<file path="src/rtl/alu_pkg.sv">
`default_nettype none
// +----------------------------------------------------------------------+
// | alu_pkg                                                              |
// | Shared types for the execute unit: ALU control codes, RV32M op       |
// | encoding, FSM states and instruction-field constants.                |
// | Revision: 1.0                                                        |
// +----------------------------------------------------------------------+
package alu_pkg;

  typedef enum logic [3:0] {
    ALU_ADD  = 4'b0000,
    ALU_SUB  = 4'b0010,
    ALU_SLL  = 4'b0100,
    ALU_SLT  = 4'b0110,
    ALU_SRL  = 4'b1000,
    ALU_XOR  = 4'b1010,
    ALU_SLTU = 4'b1011,
    ALU_OR   = 4'b1100,
    ALU_AND  = 4'b1110,
    ALU_SRA  = 4'b1111
  } alu_ctrl_e;

  // Values equal funct3 of the M-extension instructions
  typedef enum logic [2:0] {
    MD_MUL    = 3'b000,
    MD_MULH   = 3'b001,
    MD_MULHSU = 3'b010,
    MD_MULHU  = 3'b011,
    MD_DIV    = 3'b100,
    MD_DIVU   = 3'b101,
    MD_REM    = 3'b110,
    MD_REMU   = 3'b111
  } muldiv_op_e;

  typedef enum logic [1:0] {
    S_IDLE = 2'b00,
    S_MUL  = 2'b01,
    S_DIV  = 2'b10,
    S_DONE = 2'b11
  } fsm_state_e;

  localparam logic [6:0] c_opc_rtype = 7'b0110011;
  localparam logic [6:0] c_f7_muldiv = 7'b0000001;

endpackage
`default_nettype wire

</file>
<file path="src/rtl/alu_op_decode.sv">
`default_nettype none
// +----------------------------------------------------------------------+
// | alu_op_decode                                                        |
// | Combinational decode of alu_op/funct3/funct7/opcode into an ALU      |
// | control code, plus RV32M detection and illegal-encoding flag.        |
// | Revision: 1.0                                                        |
// +----------------------------------------------------------------------+
module alu_op_decode
  import alu_pkg::*;
(
  input  logic [1:0] i_alu_op,
  input  logic [2:0] i_funct3,
  input  logic [6:0] i_funct7,
  input  logic [6:0] i_opcode,
  output alu_ctrl_e  o_ctrl,
  output logic       o_is_muldiv,
  output muldiv_op_e o_muldiv_op,
  output logic       o_illegal
);

  // Only opcode[5] (register vs immediate form) matters to this decode
  logic w_unused_opc;
  assign w_unused_opc = ^{i_opcode[6], i_opcode[4:0]};

  always_comb begin
    o_ctrl      = ALU_ADD;
    o_illegal   = 1'b0;
    o_is_muldiv = (i_alu_op == 2'b10) && i_opcode[5] && (i_funct7 == c_f7_muldiv);
    o_muldiv_op = muldiv_op_e'(i_funct3);
    case (i_alu_op)
      2'b00: o_ctrl = ALU_ADD;
      2'b01: begin
        case (i_funct3)
          3'b000, 3'b001: o_ctrl = ALU_SUB;
          3'b100, 3'b101: o_ctrl = ALU_SLT;
          3'b110, 3'b111: o_ctrl = ALU_SLTU;
          default:        o_illegal = 1'b1;
        endcase
      end
      2'b10: begin
        case (i_funct3)
          3'b000:  o_ctrl = (i_opcode[5] && i_funct7[5]) ? ALU_SUB : ALU_ADD;
          3'b001:  o_ctrl = ALU_SLL;
          3'b010:  o_ctrl = ALU_SLT;
          3'b011:  o_ctrl = ALU_SLTU;
          3'b100:  o_ctrl = ALU_XOR;
          3'b101:  o_ctrl = i_funct7[5] ? ALU_SRA : ALU_SRL;
          3'b110:  o_ctrl = ALU_OR;
          default: o_ctrl = ALU_AND;
        endcase
      end
      default: o_ctrl = ALU_SLL;
    endcase
  end

endmodule
`default_nettype wire

</file>
<file path="src/rtl/alu_muldiv_unit.sv">
`default_nettype none
// +----------------------------------------------------------------------+
// | alu_muldiv_unit                                                      |
// | Sequential execute unit: single-cycle base ALU plus iterative RV32M  |
// | multiply/divide behind a valid/ready handshake.                      |
// | Build option: define ALU_MULDIV_DIV_EN to include the divider.       |
// | Revision: 1.0                                                        |
// +----------------------------------------------------------------------+
module alu_muldiv_unit
  import alu_pkg::*;
#(
  parameter int XLEN       = 32,
  parameter int MUL_UNROLL = 1
) (
  input  logic            clk,
  input  logic            rst_n,
  input  logic            in_valid,
  output logic            in_ready,
  input  logic            flush,
  input  logic [1:0]      alu_op,
  input  logic [2:0]      funct3,
  input  logic [6:0]      funct7,
  input  logic [6:0]      opcode,
  input  logic [XLEN-1:0] src_a,
  input  logic [XLEN-1:0] src_b,
  output logic            done,
  output logic [XLEN-1:0] result,
  output logic            zero,
  output logic            illegal
);

  localparam int c_shw   = $clog2(XLEN);
  localparam int c_cnt_w = $clog2(XLEN + 1);
  localparam logic [c_cnt_w-1:0] c_mul_steps = c_cnt_w'(XLEN / MUL_UNROLL);
  localparam logic [c_cnt_w-1:0] c_cnt_last  = c_cnt_w'(1);

  fsm_state_e         r_state, w_state_nxt;
  alu_ctrl_e          w_ctrl;
  muldiv_op_e         w_md_op, r_op;
  logic               w_is_md, w_dec_ill;
  logic [c_cnt_w-1:0] r_cnt;
  logic [2*XLEN-1:0]  r_acc, r_mcand, w_mul_acc, w_prod;
  logic [XLEN-1:0]    r_mplier, r_result, w_alu_res, w_imm_res, w_mul_res, w_a_mag, w_b_mag;
  logic [c_shw-1:0]   w_shamt;
  logic               r_neg_q, r_zero, r_illegal;
  logic               w_accept, w_a_signed, w_b_signed, w_a_neg, w_b_neg;
  logic               w_go_mul, w_go_div, w_imm_ill;

  alu_op_decode u_dec (
    .i_alu_op    (alu_op),
    .i_funct3    (funct3),
    .i_funct7    (funct7),
    .i_opcode    (opcode),
    .o_ctrl      (w_ctrl),
    .o_is_muldiv (w_is_md),
    .o_muldiv_op (w_md_op),
    .o_illegal   (w_dec_ill)
  );

  assign in_ready = (r_state == S_IDLE) || (r_state == S_DONE);
  assign done     = (r_state == S_DONE);
  assign result   = r_result;
  assign zero     = r_zero;
  assign illegal  = r_illegal & done;
  assign w_accept = in_valid & in_ready & ~flush;
  assign w_shamt  = src_b[c_shw-1:0];

  always_comb begin
    w_alu_res = '0;
    case (w_ctrl)
      ALU_ADD:  w_alu_res = src_a + src_b;
      ALU_SUB:  w_alu_res = src_a - src_b;
      ALU_SLL:  w_alu_res = src_a << w_shamt;
      ALU_SLT:  w_alu_res = {{(XLEN-1){1'b0}}, $signed(src_a) < $signed(src_b)};
      ALU_SLTU: w_alu_res = {{(XLEN-1){1'b0}}, src_a < src_b};
      ALU_SRL:  w_alu_res = src_a >> w_shamt;
      ALU_SRA:  w_alu_res = $unsigned($signed(src_a) >>> w_shamt);
      ALU_XOR:  w_alu_res = src_a ^ src_b;
      ALU_OR:   w_alu_res = src_a | src_b;
      ALU_AND:  w_alu_res = src_a & src_b;
      default:  w_alu_res = '0;
    endcase
  end

  // Iterations run on magnitudes; the sign is reapplied on the final step
  assign w_a_signed = (w_md_op == MD_MULH) || (w_md_op == MD_MULHSU) ||
                      (w_md_op == MD_DIV)  || (w_md_op == MD_REM);
  assign w_b_signed = (w_md_op == MD_MULH) || (w_md_op == MD_DIV) || (w_md_op == MD_REM);
  assign w_a_neg    = w_a_signed & src_a[XLEN-1];
  assign w_b_neg    = w_b_signed & src_b[XLEN-1];
  assign w_a_mag    = w_a_neg ? -src_a : src_a;
  assign w_b_mag    = w_b_neg ? -src_b : src_b;

  always_comb begin
    w_mul_acc = r_acc;
    for (int k = 0; k < MUL_UNROLL; k++) begin
      if (r_mplier[k]) w_mul_acc = w_mul_acc + (r_mcand << k);
    end
  end
  assign w_prod    = r_neg_q ? -w_mul_acc : w_mul_acc;
  assign w_mul_res = (r_op == MD_MUL) ? w_prod[XLEN-1:0] : w_prod[2*XLEN-1:XLEN];

`ifdef ALU_MULDIV_DIV_EN
  localparam logic [c_cnt_w-1:0] c_div_steps = c_cnt_w'(XLEN);
  localparam logic [XLEN-1:0]    c_int_min   = {1'b1, {(XLEN-1){1'b0}}};

  logic [XLEN:0]   w_rem_sh, w_diff;
  logic [XLEN-1:0] w_div_rem, w_div_quo, w_div_res, w_spec_res;
  logic            w_div_by0, w_div_ovf, w_acc_is_rem, w_op_is_rem, r_neg_r;

  // Remainder lives in r_acc, dividend/quotient shift through r_mplier
  assign w_rem_sh     = {r_acc[XLEN-1:0], r_mplier[XLEN-1]};
  assign w_diff       = w_rem_sh - {1'b0, r_mcand[XLEN-1:0]};
  assign w_div_rem    = w_diff[XLEN] ? w_rem_sh[XLEN-1:0] : w_diff[XLEN-1:0];
  assign w_div_quo    = {r_mplier[XLEN-2:0], ~w_diff[XLEN]};
  assign w_acc_is_rem = (r_op == MD_REM) || (r_op == MD_REMU);
  assign w_div_res    = w_acc_is_rem ? (r_neg_r ? -w_div_rem : w_div_rem)
                                     : (r_neg_q ? -w_div_quo : w_div_quo);

  assign w_op_is_rem  = (w_md_op == MD_REM) || (w_md_op == MD_REMU);
  assign w_div_by0    = (src_b == '0);
  assign w_div_ovf    = ((w_md_op == MD_DIV) || (w_md_op == MD_REM)) &&
                        (src_a == c_int_min) && (src_b == '1);
  assign w_spec_res   = w_div_by0 ? (w_op_is_rem ? src_a : '1)
                                  : (w_op_is_rem ? '0 : c_int_min);
`endif

  always_comb begin
    w_imm_res = w_dec_ill ? '0 : w_alu_res;
    w_imm_ill = w_dec_ill;
    w_go_mul  = 1'b0;
    w_go_div  = 1'b0;
    if (w_is_md) begin
      w_imm_ill = 1'b0;
      if (!w_md_op[2]) begin
        w_go_mul = 1'b1;
      end else begin
`ifdef ALU_MULDIV_DIV_EN
        if (w_div_by0 || w_div_ovf) w_imm_res = w_spec_res;
        else                        w_go_div  = 1'b1;
`else
        w_imm_res = '0;
        w_imm_ill = 1'b1;
`endif
      end
    end
  end

  always_comb begin
    w_state_nxt = r_state;
    case (r_state)
      S_IDLE, S_DONE: begin
        if (w_accept) begin
          if (w_go_mul)      w_state_nxt = S_MUL;
          else if (w_go_div) w_state_nxt = S_DIV;
          else               w_state_nxt = S_DONE;
        end else begin
          w_state_nxt = S_IDLE;
        end
      end
      S_MUL: begin
        if (flush)                    w_state_nxt = S_IDLE;
        else if (r_cnt == c_cnt_last) w_state_nxt = S_DONE;
      end
`ifdef ALU_MULDIV_DIV_EN
      S_DIV: begin
        if (flush)                    w_state_nxt = S_IDLE;
        else if (r_cnt == c_cnt_last) w_state_nxt = S_DONE;
      end
`endif
      default: w_state_nxt = S_IDLE;
    endcase
  end

  always_ff @(posedge clk or negedge rst_n) begin
    if (!rst_n) r_state <= S_IDLE;
    else        r_state <= w_state_nxt;
  end

  always_ff @(posedge clk or negedge rst_n) begin
    if (!rst_n) begin
      r_op      <= MD_MUL;
      r_cnt     <= '0;
      r_acc     <= '0;
      r_mcand   <= '0;
      r_mplier  <= '0;
      r_neg_q   <= 1'b0;
      r_result  <= '0;
      r_zero    <= 1'b1;
      r_illegal <= 1'b0;
`ifdef ALU_MULDIV_DIV_EN
      r_neg_r   <= 1'b0;
`endif
    end else if (w_accept) begin
      r_op      <= w_md_op;
      r_illegal <= w_imm_ill;
      r_acc     <= '0;
      r_neg_q   <= w_a_neg ^ w_b_neg;
      if (w_go_mul) begin
        r_mcand  <= {{XLEN{1'b0}}, w_a_mag};
        r_mplier <= w_b_mag;
        r_cnt    <= c_mul_steps;
`ifdef ALU_MULDIV_DIV_EN
      end else if (w_go_div) begin
        r_mcand  <= {{XLEN{1'b0}}, w_b_mag};
        r_mplier <= w_a_mag;
        r_neg_r  <= w_a_neg;
        r_cnt    <= c_div_steps;
`endif
      end else begin
        r_result <= w_imm_res;
        r_zero   <= (w_imm_res == '0);
      end
    end else if (r_state == S_MUL) begin
      if (flush) begin
        r_cnt <= '0;
      end else begin
        r_acc    <= w_mul_acc;
        r_mcand  <= r_mcand << MUL_UNROLL;
        r_mplier <= r_mplier >> MUL_UNROLL;
        r_cnt    <= r_cnt - 1'b1;
        if (r_cnt == c_cnt_last) begin
          r_result <= w_mul_res;
          r_zero   <= (w_mul_res == '0);
        end
      end
`ifdef ALU_MULDIV_DIV_EN
    end else if (r_state == S_DIV) begin
      if (flush) begin
        r_cnt <= '0;
      end else begin
        r_acc    <= {{XLEN{1'b0}}, w_div_rem};
        r_mplier <= w_div_quo;
        r_cnt    <= r_cnt - 1'b1;
        if (r_cnt == c_cnt_last) begin
          r_result <= w_div_res;
          r_zero   <= (w_div_res == '0);
        end
      end
`endif
    end
  end

endmodule
`default_nettype wire

</file>
<file path="config.mk">
export PLATFORM = sky130hd
export DESIGN_NAME = alu_muldiv_unit
export DESIGN_NICKNAME = d
export VERILOG_FILES = /design/src/rtl/alu_pkg.sv /design/src/rtl/alu_op_decode.sv /design/src/rtl/alu_muldiv_unit.sv
export SDC_FILE = /design/constraint.sdc
export NUM_CORES = 1
export LEC_CHECK = 0
export BUFFER_PORTS_ARGS = -buffer_cell sky130_fd_sc_hd__buf_4
export CORE_ASPECT_RATIO = 2
export CORE_MARGIN = 2
export CORE_UTILIZATION = 40
export DETAILED_ROUTE_END_ITERATION = 8
export GPL_TIMING_DRIVEN = 0
export HOLD_SLACK_MARGIN = 0.05
export MAX_ROUTING_LAYER = met4
export PLACE_DENSITY = 0.55
export SYNTH_ARGS = -nofsm -noshare
export SYNTH_HDL_FRONTEND = slang
export SYNTH_SLANG_ARGS = --single-unit
</file>
<file path="constraint.sdc">
create_clock -name clk -period 6.6 [get_ports clk]
set_clock_uncertainty 0.05 [all_clocks]
set_input_delay 0.99 -clock clk [delete_from_list [all_inputs] [get_ports clk]]
set_output_delay 0.99 -clock clk [all_outputs]
set_load 0.01 [all_outputs]
</file>
==> results.toml, run 1 <==
[synthesis]
ys.flop_type = "dfrtp_1"
yosys-top-cells-count = "nand2_1 (432), nor2_1 (391), o21ai_0 (363), a21oi_1 (306), dfrtp_1 (205)"
syn_area_per_cell_sq_um = 7.28
synth-edff-count = 0
yosysUniqueCellTypes = 103
synth_fp_nets = 3906
ys_seq_area_share_pct = 19.4
yosys_warnings = 0
async_flop_share_pct = 100
synth-seq-cells = 206
synthCells = 3648
synth_top_area_share_pct = 19.3
synth_top_cells_by_area = "dfrtp_1 (19%), ha_1 (7.9%), o21ai_0 (6.8%)"
yosysMostFrequentCell = "nand2_1"
netlist_area_sq_mm = 0.0265
yosysTopAreaCell = "dfrtp_1"

[global_route]
grt_pass1_vias = 38500
grt_pass1_wl_um = 335000
grt_usage_pct = 68.9
grt_start_max_net_pins = 83
grt-ovfl-total = 376

[clock_tree]
cts_sinks = 206
clock_path_buffers = 3
ctsRootBufferMaster = "clkbuf_16"
htreeDepth = 1
cts_made_buffers = 20

[run_status]
status = "stopped before the end"
lastStage = "5_1_grt"
error_line = "[ERROR GRT-0116] Global routing finished with congestion. Check the congestion regions in the DRC Viewer."

[floorplan]
ios = 123
die_height_um = 368
start_util_pct = 40.4
chipWidth_um = 186
rows = 133

[placement]
placed_cell_area_sq_mm = 0.0286
place_congestion = 1.20
placed_cells = 4645
dp_hpwl_um = 149000
port_buffers = 115
==> metrics by stage <==
stage / util, % / worst slack, ns
2_1_floorplan: - / 0.201
3_3_place_gp: 43.4 / -4.28
3_5_place_dp: 43.5 / -4.15
4_1_cts: 45.0 / -0.0314
==> routing by layer <==
metal	GRT overflow	track usage, %
met4	143	71.6
met1	4	65.2
met3	14	45.4
met5	-	-
met2	215	89.0
==> logic make-up after synthesis <==
logic type | count (synthesis) | share of synthesized area (%)
AO/OA/AOI/OAI | 1271 | 30.9
XOR/XNOR | 103 | 3.40
adder cells (fa/ha/maj) | 171 | 8.15
buffers and inverters | 396 | 5.78
flip-flops | 206 | 19.4
multiplexers | 143 | 8.19
AND/OR/NAND/NOR | 1358 | 24.1
==> timing repair <==
action	4_1_cts
hold buffers	0
pin swaps	3
endpoints found under the hold margin	0
setup endpoints to repair	31
buffers inserted	4
gates resized for setup	65
==> run 2, diff against run 1 <==
--- a/config.mk
+++ b/config.mk
@@ -6,14 +6,11 @@
 export NUM_CORES = 1
 export LEC_CHECK = 0
 export BUFFER_PORTS_ARGS = -buffer_cell sky130_fd_sc_hd__buf_4
-export CORE_ASPECT_RATIO = 2
 export CORE_MARGIN = 2
-export CORE_UTILIZATION = 40
+export CORE_UTILIZATION = 25
 export DETAILED_ROUTE_END_ITERATION = 8
 export GPL_TIMING_DRIVEN = 0
-export HOLD_SLACK_MARGIN = 0.05
-export MAX_ROUTING_LAYER = met4
-export PLACE_DENSITY = 0.55
+export PLACE_DENSITY_LB_ADDON = 0.15
 export SYNTH_ARGS = -nofsm -noshare
 export SYNTH_HDL_FRONTEND = slang
 export SYNTH_SLANG_ARGS = --single-unit
==> run 2 against run 1 <==
The flow now finishes without violations. Synthesized cell count stayed put. Area after synthesis stayed put.
==> results.toml, run 2 <==
[synthesis]
netlist_area_sq_mm = 0.0265
yosysMostFrequentCell = "nand2_1"
synth-seq-cells = 206
synth_top_area_share_pct = 19.3
synth_top_cells_by_area = "dfrtp_1 (19%), ha_1 (7.9%), o21ai_0 (6.8%)"
yosys-top-cells-count = "nand2_1 (432), nor2_1 (391), o21ai_0 (363), a21oi_1 (306), dfrtp_1 (205)"
yosys_warnings = 0
ys_seq_area_share_pct = 19.4
ys.flop_type = "dfrtp_1"
async_flop_share_pct = 100
synth-edff-count = 0
yosysTopAreaCell = "dfrtp_1"
syn_area_per_cell_sq_um = 7.28
synth_fp_nets = 3906
yosysUniqueCellTypes = 103
synthCells = 3648

[floorplan]
start_util_pct = 25.2
chipWidth_um = 330
die-area_sq_mm = 0.109
core-area_sq_mm = 0.105
rows = 119
ios = 123
die_height_um = 330

[clock_tree]
clk_pin_slew_ns = 0.06
cts_tree = "done"
ctsRootBufferMaster = "clkbuf_16"
clock_path_buffers = 3
clk_latency_ns = 0.58
cts_made_buffers = 27
cts_sinks = 206
htreeDepth = 1

[drt]
first_pass_iters = 5
antenna_left = 0
num_vias = 31000
drc_errors = 0
drtIter0Drc = 3539
wl_per_cell_um = 30.3
via_per_inst = 5.95
routed_wl_um = 158000

[power]
power.density_mw_per_mm2 = 306
power_frac_clock_pct = 15.8
p_switching_w = 0.00506
internal_power_w = 0.00423
seqPwrFrac_pct = 21.6
ir_drop_uv = 229
swShare_pct = 54.5
p_leak_nw = 12.4
combPwrFrac_pct = 62.5

[global_route]
grt_start_max_net_pins = 103
grt_usage_pct = 28.0
grt-ovfl-total = 0
antenna_found_initial = 7
grt_pass1_wl_um = 221000
grt_pass1_vias = 29300

[setup_path]
path_cells = "ha_1 -> inv_1 -> fa_1 -> and2b_1 -> o31a_1 -> o211a_1 -> o21ai_1 -> a2111oi_0 -> o21ai_0 -> nand4bb_1 -> or4_1 -> or4_1 -> buf_2 -> o41ai_1 -> nand4_1 -> nor4_1 -> nand4_1 -> o211ai_1"
path_buf_inv = 2
path_max_fanout = 8
cp.arrival_ns = 6.97
reg2reg_depth = 18
cp_slowest_cell = "or4_1"
path_depth = 18
critical_path.max_stage_delay_ns = 0.72
endpoint_kind = "register"
path_delay_family = "compound AO/OA/AOI/OAI gates"
start_kind = "register"
crit_type = "register to register"
required_ns = 7.06

[sta]
hold_ws_ns = 0.157
fin_crit_sh_pct = 98.7
max_slew_margin_pct = 7.89
worst_pin_slew_ns = 1.38
rsz0062_at_grt = "false"
hold_viol = 0
setup_viol = 0
fmax_ghz = 0.154
report.final.slew_viol_count = 0
min_period_ns = 6.51

[finish]
areaGrowthSynthToFinish_pct = 14.5
fin_util_pct = 28.9
multi_input_area_sq_mm = 0.0201
seq_area_sq_mm = 0.00516
final_nets = 4052
top_regs = "r_acc (64), r_mcand (64)"
mostFrequentLayoutCells = "nand2_1 (432), nor2_1 (391), o21ai_0 (354), a21oi_1 (305), dfrtp_1 (205)"
nFillCells = 11600
mostFrequentLayoutCell = "nand2_1"
drive_gt1_share_pct = 9.75

[placement]
port_buffers = 115
dp_hpwl_um = 129000
place_congestion = 1.06

[hold_path]
hp-class = "input port to asynchronous set/reset pin"

[flow_run]
drv_cap = 0

[run_status]
status = "finished, final reports clean"
==> run 2: cell counts after synthesis <==
No cell type changed its count.
==> run 2: cells by family (layout without fill, tap and decap cells) <==
| logic type | count (synthesis) | after routing | synth area share (%) |
|---|---|---|---|
| other | 0 | 3 | 0 |
| buffers and inverters | 396 | 562 | 5.78 |
| AOI/OAI and AO/OA | 1271 | 1271 | 30.9 |
| DFF | 206 | 206 | 19.4 |
| adders and majority gates | 171 | 171 | 8.15 |
| muxes | 143 | 143 | 8.19 |
| xor gates and xnor gates | 103 | 103 | 3.40 |
| and+or+nand+nor | 1358 | 1358 | 24.1 |
==> run 2: routing by layer <==
metal  share of wire, %  vias to the layer above  routed length [um]  track usage, %
li1                   -                    13900                   -               -
met1                 42                    15300               65600            36.1
met2                 45                     1445               71600            45.7
met3                6.1                      312                9650            2.58
met4                6.9                        0               10900            15.9
met5                  0                        -                   0               0
==> run 2: power by group through the flow <==
stage,clock network (W),registers [W],logic [W]
5_1_grt,0.00156,0.00204,0.00618
4_1_cts,0.00151,0.00199,0.00560
6_report,0.00147,0.00201,0.00581
3_5_place_dp,0,0.00201,0.00553
2_1_floorplan,0,0.00184,0.00337
3_3_place_gp,0,0.00202,0.00554
==> run 2: path summary, 6_finish.rpt <==
check                                             start                       end  slack [ns]
worst min-delay path                              rst_n     r_acc[35]$_DFFE_PN0P_        0.16
min in group clk                r_mplier[2]$_DFFE_PN0P_   r_mplier[2]$_DFFE_PN0P_        0.43
worst min register to register  r_mplier[2]$_DFFE_PN0P_   r_mplier[2]$_DFFE_PN0P_        0.43
worst max register to register   r_mcand[0]$_DFFE_PN0P_          zero$_DFFE_PN1P_        0.09
max in group asynchronous                         rst_n  r_mplier[13]$_DFFE_PN0P_        5.15
worst max-delay path             r_mcand[0]$_DFFE_PN0P_          zero$_DFFE_PN1P_        0.09
==> run 2: layout make-up <==
class                   instances  share of cell area, %
diodes                          3                 0.0247
plain buffers                 267                   3.60
clock buffers                  41                   2.53
flip-flops and latches        206                   17.0
multi-input cells            3046                   66.2
inverters                     126                   1.59
well taps                    1391                   5.73
clock inverters                 8                  0.247
repair buffers                120                   3.12
==> run 2: worst reg2reg max path: stages (launching register included) <==
cell,delay (ns)
dfrtp_1,0.40
ha_1,0.23
inv_1,0.07
fa_1,0.39
and2b_1,0.25
o31a_1,0.36
o211a_1,0.30
o21ai_1,0.18
a2111oi_0,0.71
o21ai_0,0.29
nand4bb_1,0.36
or4_1,0.72
or4_1,0.44
buf_2,0.20
o41ai_1,0.73
nand4_1,0.16
nor4_1,0.35
nand4_1,0.16
o211ai_1,0.11
==> run 2: through the flow <==
stage / setup slack (ns) / total power (W) / cells / setup TNS (ns) / cell area, sq um
6_report: 0.0869 / 0.00929 / 5208 / 0 / 30400
2_1_floorplan: 0.201 / 0.00522 / 3648 / 0 / 26500
5_1_grt: 0.0174 / 0.00978 / 5207 / 0 / 30400
4_1_cts: 0.0571 / 0.00910 / 5203 / 0 / 30200
3_5_place_dp: -2.59 / 0.00754 / 5156 / -21.83 / 29200
3_3_place_gp: -2.74 / 0.00755 / 5154 / -23.89 / 29100
==> run 2: repair_timing <==
action / in CTS / in global routing
hold buffers: 0 / 0
buffers inserted: 0 / 3
gates resized for setup: 41 / 46
pin swaps: 0 / 3
endpoints found under the setup margin: 21 / 7
Note: power is estimated with default switching activity, not from simulation.
